<file path="config.mk">
export PLATFORM = sky130hd
export DESIGN_NAME = neuron_lif_unit
export DESIGN_NICKNAME = d
export VERILOG_FILES = /design/src/rtl/neuron_lif_unit.sv
export SDC_FILE = /design/constraint.sdc
export NUM_CORES = 1
export LEC_CHECK = 0
export BUFFER_PORTS_ARGS = -buffer_cell sky130_fd_sc_hd__buf_2
export CORE_ASPECT_RATIO = 1.5
export CORE_MARGIN = 4
export CORE_UTILIZATION = 63
export DETAILED_ROUTE_END_ITERATION = 16
export PLACE_DENSITY = 0.82
export SLEW_MARGIN = 40
export SYNTH_ARGS = -nofsm -noshare
export SYNTH_HDL_FRONTEND = slang
export SYNTH_HIERARCHICAL = 1
export SYNTH_SLANG_ARGS = --single-unit
</file>
<file path="constraint.sdc">
create_clock -name clk -period 31.7 [get_ports clk]
set_input_delay 9.51 -clock clk [delete_from_list [all_inputs] [get_ports clk]]
set_output_delay 9.51 -clock clk [all_outputs]
set_load 0.03 [all_outputs]
</file>
<file path="src/rtl/neuron_lif_unit.sv">
// ----------------------------------------------------------------------------
// neuron_lif_unit.sv
//
// Leaky integrate-and-fire neuron with binary (+1/-1) synapses, batch-norm
// scale/offset, programmable leak shift and programmable firing threshold.
// Also holds the two helper blocks that ship with the neuron:
//   sign_extend : combinational width adapter with MSB replication
//   signal_edge : registered edge detector for control pins
//
// neuron_lif_unit ports:
//   clk, reset        clock, synchronous active-high reset
//   enable            one integrate/fire step per enabled rising edge
//   inputs[S]         spike inputs (already masked by connectivity)
//   weights[S]        1 = +1, 0 = -1 per synapse
//   batchnorm_factor  unsigned scale in units of 0.5
//   batchnorm_addend  signed offset
//   shift             leak shift amount (0 = no leak)
//   threshold         unsigned firing threshold
//   is_spike          registered spike flag
//   membrane          debug view of the membrane potential register
// ----------------------------------------------------------------------------

// Widens (or narrows) a value by replicating its MSB.
// Ports: in[IN_WIDTH] -> out[OUT_WIDTH].
module sign_extend #(
    parameter int IN_WIDTH  = 4,
    parameter int OUT_WIDTH = 8
) (
    input  logic [IN_WIDTH-1:0]  in,
    output logic [OUT_WIDTH-1:0] out
);
    generate
        if (OUT_WIDTH > IN_WIDTH) begin : g_widen
            assign out = {{(OUT_WIDTH-IN_WIDTH){in[IN_WIDTH-1]}}, in};
        end else if (OUT_WIDTH == IN_WIDTH) begin : g_same
            assign out = in;
        end else begin : g_narrow
            assign out = in[OUT_WIDTH-1:0];
        end
    endgenerate
endmodule


module neuron_lif_unit #(
    parameter int SYNAPSES              = 16,
    parameter int THRESHOLD_BITS        = $clog2(SYNAPSES) + 1,
    parameter int BATCHNORM_ADDEND_BITS = $clog2(SYNAPSES),
    localparam int MEM_BITS             = $clog2(SYNAPSES) + 6
) (
    input  logic                             clk,
    input  logic                             reset,
    input  logic                             enable,
    input  logic [SYNAPSES-1:0]              inputs,
    input  logic [SYNAPSES-1:0]              weights,
    input  logic [3:0]                       batchnorm_factor,
    input  logic [BATCHNORM_ADDEND_BITS-1:0] batchnorm_addend,
    input  logic [2:0]                       shift,
    input  logic [THRESHOLD_BITS-1:0]        threshold,
    output logic                             is_spike,
    output logic signed [MEM_BITS-1:0]       membrane
);
    localparam int SUM_BITS = $clog2(SYNAPSES) + 2;
    // Two guard bits so u - decay + scaled can be formed exactly before
    // it is clamped back into the membrane range.
    localparam int WIDE     = MEM_BITS + 2;

    localparam logic signed [SUM_BITS-1:0] SUM_ONE = SUM_BITS'(1);
    localparam logic signed [WIDE-1:0] MEM_MAX = WIDE'((1 <<< (MEM_BITS - 1)) - 1);
    localparam logic signed [WIDE-1:0] MEM_MIN = WIDE'(-(1 <<< (MEM_BITS - 1)));

    logic signed [MEM_BITS-1:0] u_q, u_d;
    logic                       spike_q, spike_d;

    logic signed [SUM_BITS-1:0] sum;
    logic signed [WIDE-1:0]     sum_w;
    logic signed [WIDE-1:0]     factor_w;
    logic signed [WIDE-1:0]     addend_w;
    logic signed [WIDE-1:0]     scaled;
    logic signed [WIDE-1:0]     u_w;
    logic signed [WIDE-1:0]     decay;
    logic signed [WIDE-1:0]     pot_w;
    logic signed [MEM_BITS-1:0] pot_sat;
    logic signed [MEM_BITS-1:0] thr_ext;
    logic                       fire;

    sign_extend #(
        .IN_WIDTH  (BATCHNORM_ADDEND_BITS),
        .OUT_WIDTH (WIDE)
    ) u_addend_ext (
        .in  (batchnorm_addend),
        .out (addend_w)
    );

    // Synaptic sum: active synapses add +1 or -1, inactive ones nothing.
    always_comb begin
        sum = '0;
        for (int i = 0; i < SYNAPSES; i++) begin
            if (inputs[i]) begin
                sum = weights[i] ? (sum + SUM_ONE) : (sum - SUM_ONE);
            end
        end
    end

    always_comb begin
        sum_w    = {{(WIDE-SUM_BITS){sum[SUM_BITS-1]}}, sum};
        factor_w = $signed({{(WIDE-4){1'b0}}, batchnorm_factor});
        // Factor is in halves; >>> floors toward minus infinity.
        scaled   = ((sum_w * factor_w) >>> 1) + addend_w;

        u_w      = {{(WIDE-MEM_BITS){u_q[MEM_BITS-1]}}, u_q};
        // shift=0 means no leak; u >>> 0 would otherwise wipe u out.
        decay    = (shift == 3'd0) ? '0 : (u_w >>> shift);
        pot_w    = u_w - decay + scaled;

        if (pot_w > MEM_MAX)      pot_sat = MEM_MAX[MEM_BITS-1:0];
        else if (pot_w < MEM_MIN) pot_sat = MEM_MIN[MEM_BITS-1:0];
        else                      pot_sat = pot_w[MEM_BITS-1:0];

        thr_ext  = $signed({{(MEM_BITS-THRESHOLD_BITS){1'b0}}, threshold});
        fire     = (pot_sat >= thr_ext);
    end

    always_comb begin
        u_d     = u_q;
        spike_d = 1'b0;
        if (enable) begin
            spike_d = fire;
            // Reset by subtraction keeps the overshoot; pot >= thr >= 0 here,
            // so the difference cannot underflow.
            u_d     = fire ? (pot_sat - thr_ext) : pot_sat;
        end
    end

    always_ff @(posedge clk) begin
        if (reset) begin
            u_q     <= '0;
            spike_q <= 1'b0;
        end else begin
            u_q     <= u_d;
            spike_q <= spike_d;
        end
    end

    assign is_spike = spike_q;
    assign membrane = u_q;
endmodule

</file>
# [Word level (Yosys, flattened, before mapping)]
# Cells that the tools add are included.
[op_classes] n_addsub=34 shift=1 bitwise=1 mux=36 multipliers=1 magnitude_cmp=3 n_reduce_logical=2
[ops] cell="2-to-1 mux 6 bit" count=32
[ops] cell="adder 6 x 2 -> 6 bit, second input constant" count=15
[ops] cell="subtractor 6 x 2 -> 6 bit, second input constant" count=15
[ops] cell="2-to-1 mux 10 bit" count=3
[ops] cell="adder 12 x 11 -> 12 bit" count=1
[ops] cell="> comparator 12 x 10 -> 1 bit, second input constant" count=1
[ops] cell="< comparator 12 x 10 -> 1 bit, second input constant" count=1
[ops] cell="2-to-1 mux 12 bit" count=1
[ops] cell=">>> shifter 12 x 3 -> 12 bit" count=1
[ops] cell="subtractor 10 x 12 -> 12 bit" count=1
[ops] cell="adder 10 x 4 -> 11 bit" count=1
[ops] cell="multiplier 6 x 5 -> 11 bit" count=1
[ops] cell="greater-or-equal comparator 10 x 6 -> 1 bit" count=1
[ops] cell="subtractor 10 x 6 -> 10 bit" count=1
[ops] cell="zero test 3 bit" count=1
[ops] cell="OR reduction 2 bit" count=1
[ops] cell="inverter 1 bit" count=1
[word_totals] word_cells=80 regBits=11 out_inout_bits=11 input_bits=51

# [Depth between registers and ports, before layout]
[logic_depth] depth_word=55 depth_mapped=104 mapped_depth_nobuf=103

# [By module]
# The synthesis kept the hierarchy.
[modules_own_cells] module="neuron_lif_unit" seq_area_each_um2=220.2 instances=1 cells_per_inst=871 area_each_um2=6871.6
[modules_own_cells] module="sign_extend" seq_area_each_um2=0.0 instances=1 cells_per_inst=12 area_each_um2=90.1

# [Least setup slack after synthesis]
# Ideal clock, no wire load.
[synth_path] path_type="input to register" startpoint="in inputs[0]" endpoint="reg u_q[1] (netlist: membrane[1])" path_buffers=1 setup_slack_ns=3.640 t_arrival_ns=27.975 t_required_ns=31.614 setup_time_ns=0.086 stages=95 cell_sequence="nor2b_1 -> fa_1 -> a21o_1 -> inv_1 -> fa_1 -> nand2_1 -> o21ai_0 -> fa_1 -> mux2i_1 -> inv_1 -> fa_1 -> nand2_1 -> o21ai_0 -> fa_1 -> mux2i_1 -> inv_1 -> fa_1 -> nand2_1 -> [59 not listed] -> inv_1 -> o21bai_1 -> a21oi_1 -> xnor2_1 -> xnor3_1 -> o21ai_0 -> nand2_1 -> ha_1 -> nor2b_1 -> o21ai_0 -> nand2b_1 -> a21oi_1 -> o21ai_0 -> o31a_1 -> buf_2 -> nand2_1 -> o21ai_1 -> a211oi_1"
[synth_via] elab_chain_len=54 elab_cells_between_ends=71 cone_classes="add/sub (33); mul (1); order compare (3); mux (34)"
[synth_lines] item="start: declaration" line_no="53" text="input logic [SYNAPSES-1:0] inputs,"
[synth_lines] item="2-to-1 mux 6 bit *" line_no="98" text="if (inputs[i]) begin"
[synth_lines] item="subtractor 6 x 2 -> 6 bit / adder 6 x 2 -> 6 bit (equally long branches)" line_no="99" text="sum = weights[i] ? (sum + SUM_ONE) : (sum - SUM_ONE);"
[synth_lines] item="2-to-1 mux 6 bit" line_no="99"
[synth_lines] item="2-to-1 mux 6 bit *" line_no="98"
[synth_lines] item="subtractor 6 x 2 -> 6 bit / adder 6 x 2 -> 6 bit (equally long branches)" line_no="99"
[synth_lines] item="2-to-1 mux 6 bit" line_no="99"
[synth_lines] item="2-to-1 mux 6 bit *" line_no="98"
[synth_lines] item="subtractor 6 x 2 -> 6 bit / adder 6 x 2 -> 6 bit (equally long branches)" line_no="99"
[synth_lines] item="[38 not listed]"
[synth_lines] item="multiplier 6 x 5 -> 11 bit *" line_no="108" text="scaled = ((sum_w * factor_w) >>> 1) + addend_w;"
[synth_lines] item="adder 10 x 4 -> 11 bit *" line_no="108"
[synth_lines] item="adder 12 x 11 -> 12 bit *" line_no="113" text="pot_w = u_w - decay + scaled;"
[synth_lines] item="< comparator 12 x 10 -> 1 bit" line_no="116" text="else if (pot_w < MEM_MIN) pot_sat = MEM_MIN[MEM_BITS-1:0];"
[synth_lines] item="2-to-1 mux 10 bit" line_no="116"
[synth_lines] item="2-to-1 mux 10 bit *" line_no="115" text="if (pot_w > MEM_MAX) pot_sat = MEM_MAX[MEM_BITS-1:0];"
[synth_lines] item="subtractor 10 x 6 -> 10 bit / greater-or-equal comparator 10 x 6 -> 1 bit (equally long branches)" line_no="130, 120"
[synth_lines] item="2-to-1 mux 10 bit *" line_no="130" text="u_d = fire ? (pot_sat - thr_ext) : pot_sat;"
[synth_lines] item="end signal: assignment" line_no="139" text="u_q <= u_d;"
[synth_lines] item="end: declaration" line_no="71" text="logic signed [MEM_BITS-1:0] u_q, u_d;"
# Mark *: on every way between the ends. The rest lies on a longest branch, timed or not.
# A chain may end at the register's enable or synchronous reset.

# [Final worst setup path]
[layout_path] startpoint="in inputs[0]" endpoint="reg u_q[8] (netlist: membrane[8])"
# Same word-level chain as after synthesis.

==> impl_metrics.ini <==
[route]
drt_iter0_drc = 122
ant_nets = 0
wl_um = 14700
dr.pass1.iters = 4
via_per_inst = 5.64
wl_per_cell_um = 13.9
vias = 5953
drc = 0

[final_layout]
nNetsFinal = 1108
seq_area_um2 = 220
layout_commonest_cell = inv_1
diodes = 0
drive_gt1_share_pct = 12.0
final_cell_mix = 158 x inv_1, 91 x ha_1, 65 x xnor2_1, 63 x nand2_1, 61 x buf_2
syn_to_final_growth_pct = 5.07
fin_util_pct = 68.3
fillers = 951
multi_input_area_mm2 = 0.00593
fin_cells = 1056

[placement]
gp_congestion = 0.939
dp_cells = 1052
dp_hpwl_um = 13200
io_buffers = 61

[setup_path]
worstRegToRegCells = 33
worstPathArrival_ns = 30.31
cp-start-kind = input port
crit_start = inputs[0]
critPathSlowestCell = fa_1
cp_top_family = adder cells
cp_max_fo = 15
critPathMaxStageDelay_ns = 0.56
required_ns = 31.84
reg2reg_to = membrane[8]$_SDFFE_PP0P_
timing.critical_path.buf_inv = 11
r2r-start = membrane[5]$_SDFFE_PP0P_
rrSetupSlack_ns = 24.16
cp_common_cell = ha_1
path_class = input port to flip-flop
endpoint_kind = flip-flop

[sta]
slew_viol_final = 0
whs_ns = 0.535
post-route-min-period_ns = 30.17
skew_ns = 0.00224
slew_headroom_pct = 55.5
finalHoldViolCount = 0
fin_crit_sh_pct = 95.2
finalSetupViolations = 0
rsz0062_at_grt = no
max_freq_mhz = 33.1
tightest_slew_ns = 0.662
final.setup.tns_ns = 0

[grt]
antenna_found_initial = 1
grt_pass1_wl_um = 25200
grt_max_degree = 22
grt_pass1_vias = 5992
overflow = 0
grt_util_all_layers_pct = 23.6

[logic_synthesis]
yosys_warnings = 6
seq_area_frac_synth_pct = 3.16
synth_cell_types = 65
synth_area_leaders = ha_1 16%, fa_1 15%, inv_1 8.5%
synth_area_mm2 = 0.00696
ys_ff_latch = 11
synth_top_cell_area_share_pct = 16.4
synthArstFlopShare_pct = 0
avgSynthCellArea_um2 = 7.88
synth-main-ff-cell = dfxtp_1
syn_inst = 883
syn_nets = 1078
synth.largest_area_cell = ha_1
synth_edf_count = 0

[cts]
postCtsHoldBufs = 0
cts_sinks = 11
cts_buffers = 3
cts_tree = done
h-tree-depth = 1
cts_root_buffer = clkbuf_16
insertion_delay_ns = 0.24
clockBufferDepth = 2
postCtsSetupBuffers = 0
cts.repair.resized = 0
clk_pin_slew_ns = 0.04

[worst_hold_path]
worstHoldStart = membrane[1]$_SDFFE_PP0P_
hold_end = membrane[1]$_SDFFE_PP0P_
min_path_type = flip-flop to flip-flop
holdPathStages = 2

[floorplanning]
ios = 62
dieArea_mm2 = 0.0128
start_util_pct = 65.0
die_w_um = 93.8
fp.coreArea_mm2 = 0.0107
rows = 46
die_h_um = 137

[job]
max_cap_violations = 0

[run_status]
status = finished, final reports clean
==> sequential cells by signal, indices dropped and copies added, names as in the netlist <==
| register | flops |
|---|---|
| is_spike | 1 |
| membrane | 10 |
==> worst reg2reg max path: cells and delay by family (launching register included) <==
kind                     cells  cell delay [ns]
AND/OR/NAND/NOR              5             0.65
flip-flops                   1             0.36
AO/OA/AOI/OAI               18             3.57
XOR/XNOR                     2             0.48
buffers and inverters        2             0.14
adder cells (fa/ha/maj)      6             2.23
==> cells in the mapped netlist (13+ instances only) <==
| cell type | instances |
|---|---|
| inv_1 | 158 |
| ha_1 | 91 |
| xnor2_1 | 65 |
| nand2_1 | 63 |
| a21oi_1 | 60 |
| fa_1 | 53 |
| o21ai_0 | 52 |
| nor2_1 | 47 |
| mux2_2 | 25 |
| a21o_1 | 20 |
| nor2b_1 | 18 |
| nand3_1 | 17 |
| xor2_1 | 17 |
| buf_4 | 15 |
| clkbuf_1 | 14 |
| nand2b_1 | 14 |
| and2_1 | 13 |
==> per-stage QoR <==
stage	setup slack [ns]	cell area, um^2
6_report	1.53	7310
5_1_grt	0.101	7310
4_1_cts	1.55	7310
3_5_place_dp	1.40	7230
3_3_place_gp	1.97	7230
2_1_floorplan	3.64	6960
==> layer usage <==
layer	global-route usage, %	vias to the layer above	part of all wire, %
li1	-	2982	-
met1	23.1	2804	35
met2	48.7	118	57
met3	1.27	47	2.8
met4	11.2	2	5.2
met5	0	-	0.082
==> area by class of cell <==
class                           instances  share of cell area (%)
Timing Repair Buffer                   61                    4.17
Clock inverter                          1                  0.0684
Sequential cell                        11                    3.01
Tap cell                              144                    2.46
Clock buffer                            3                    1.03
Multi-Input combinational cell        677                    81.1
Inverter                              159                    8.16
==> cells by family (layout without fill, tap and decap cells) <==
family | Yosys count | after routing | share of synthesized area (%)
AO/OA/AOI/OAI | 201 | 201 | 18.0
XOR/XNOR | 101 | 101 | 16.4
adder cells (fa/ha/maj) | 144 | 144 | 31.6
buffers and inverters | 195 | 224 | 11.6
flip-flops | 11 | 11 | 3.16
multiplexers | 37 | 37 | 5.95
AND/OR/NAND/NOR | 194 | 194 | 13.3
==> worst max path at each step <==
| stage | to | slack [ns] | depth (start not counted) |
|---|---|---|---|
| final | membrane[8]$_SDFFE_PP0P_ | 1.53 | 103 |
| after global routing | membrane[8]$_SDFFE_PP0P_ | 0.10 | 97 |
| after CTS | membrane[8]$_SDFFE_PP0P_ | 1.55 | 97 |
| after detailed placement | membrane[8]$_SDFFE_PP0P_ | 1.40 | 97 |
| after global placement | membrane[8]$_SDFFE_PP0P_ | 1.97 | 103 |
| after floorplan | membrane[1]$_SDFFE_PP0P_ | 3.64 | 95 |
Power is not shown: default switching activity piles up to over one toggle a cycle in this logic, so the estimate is an artifact.
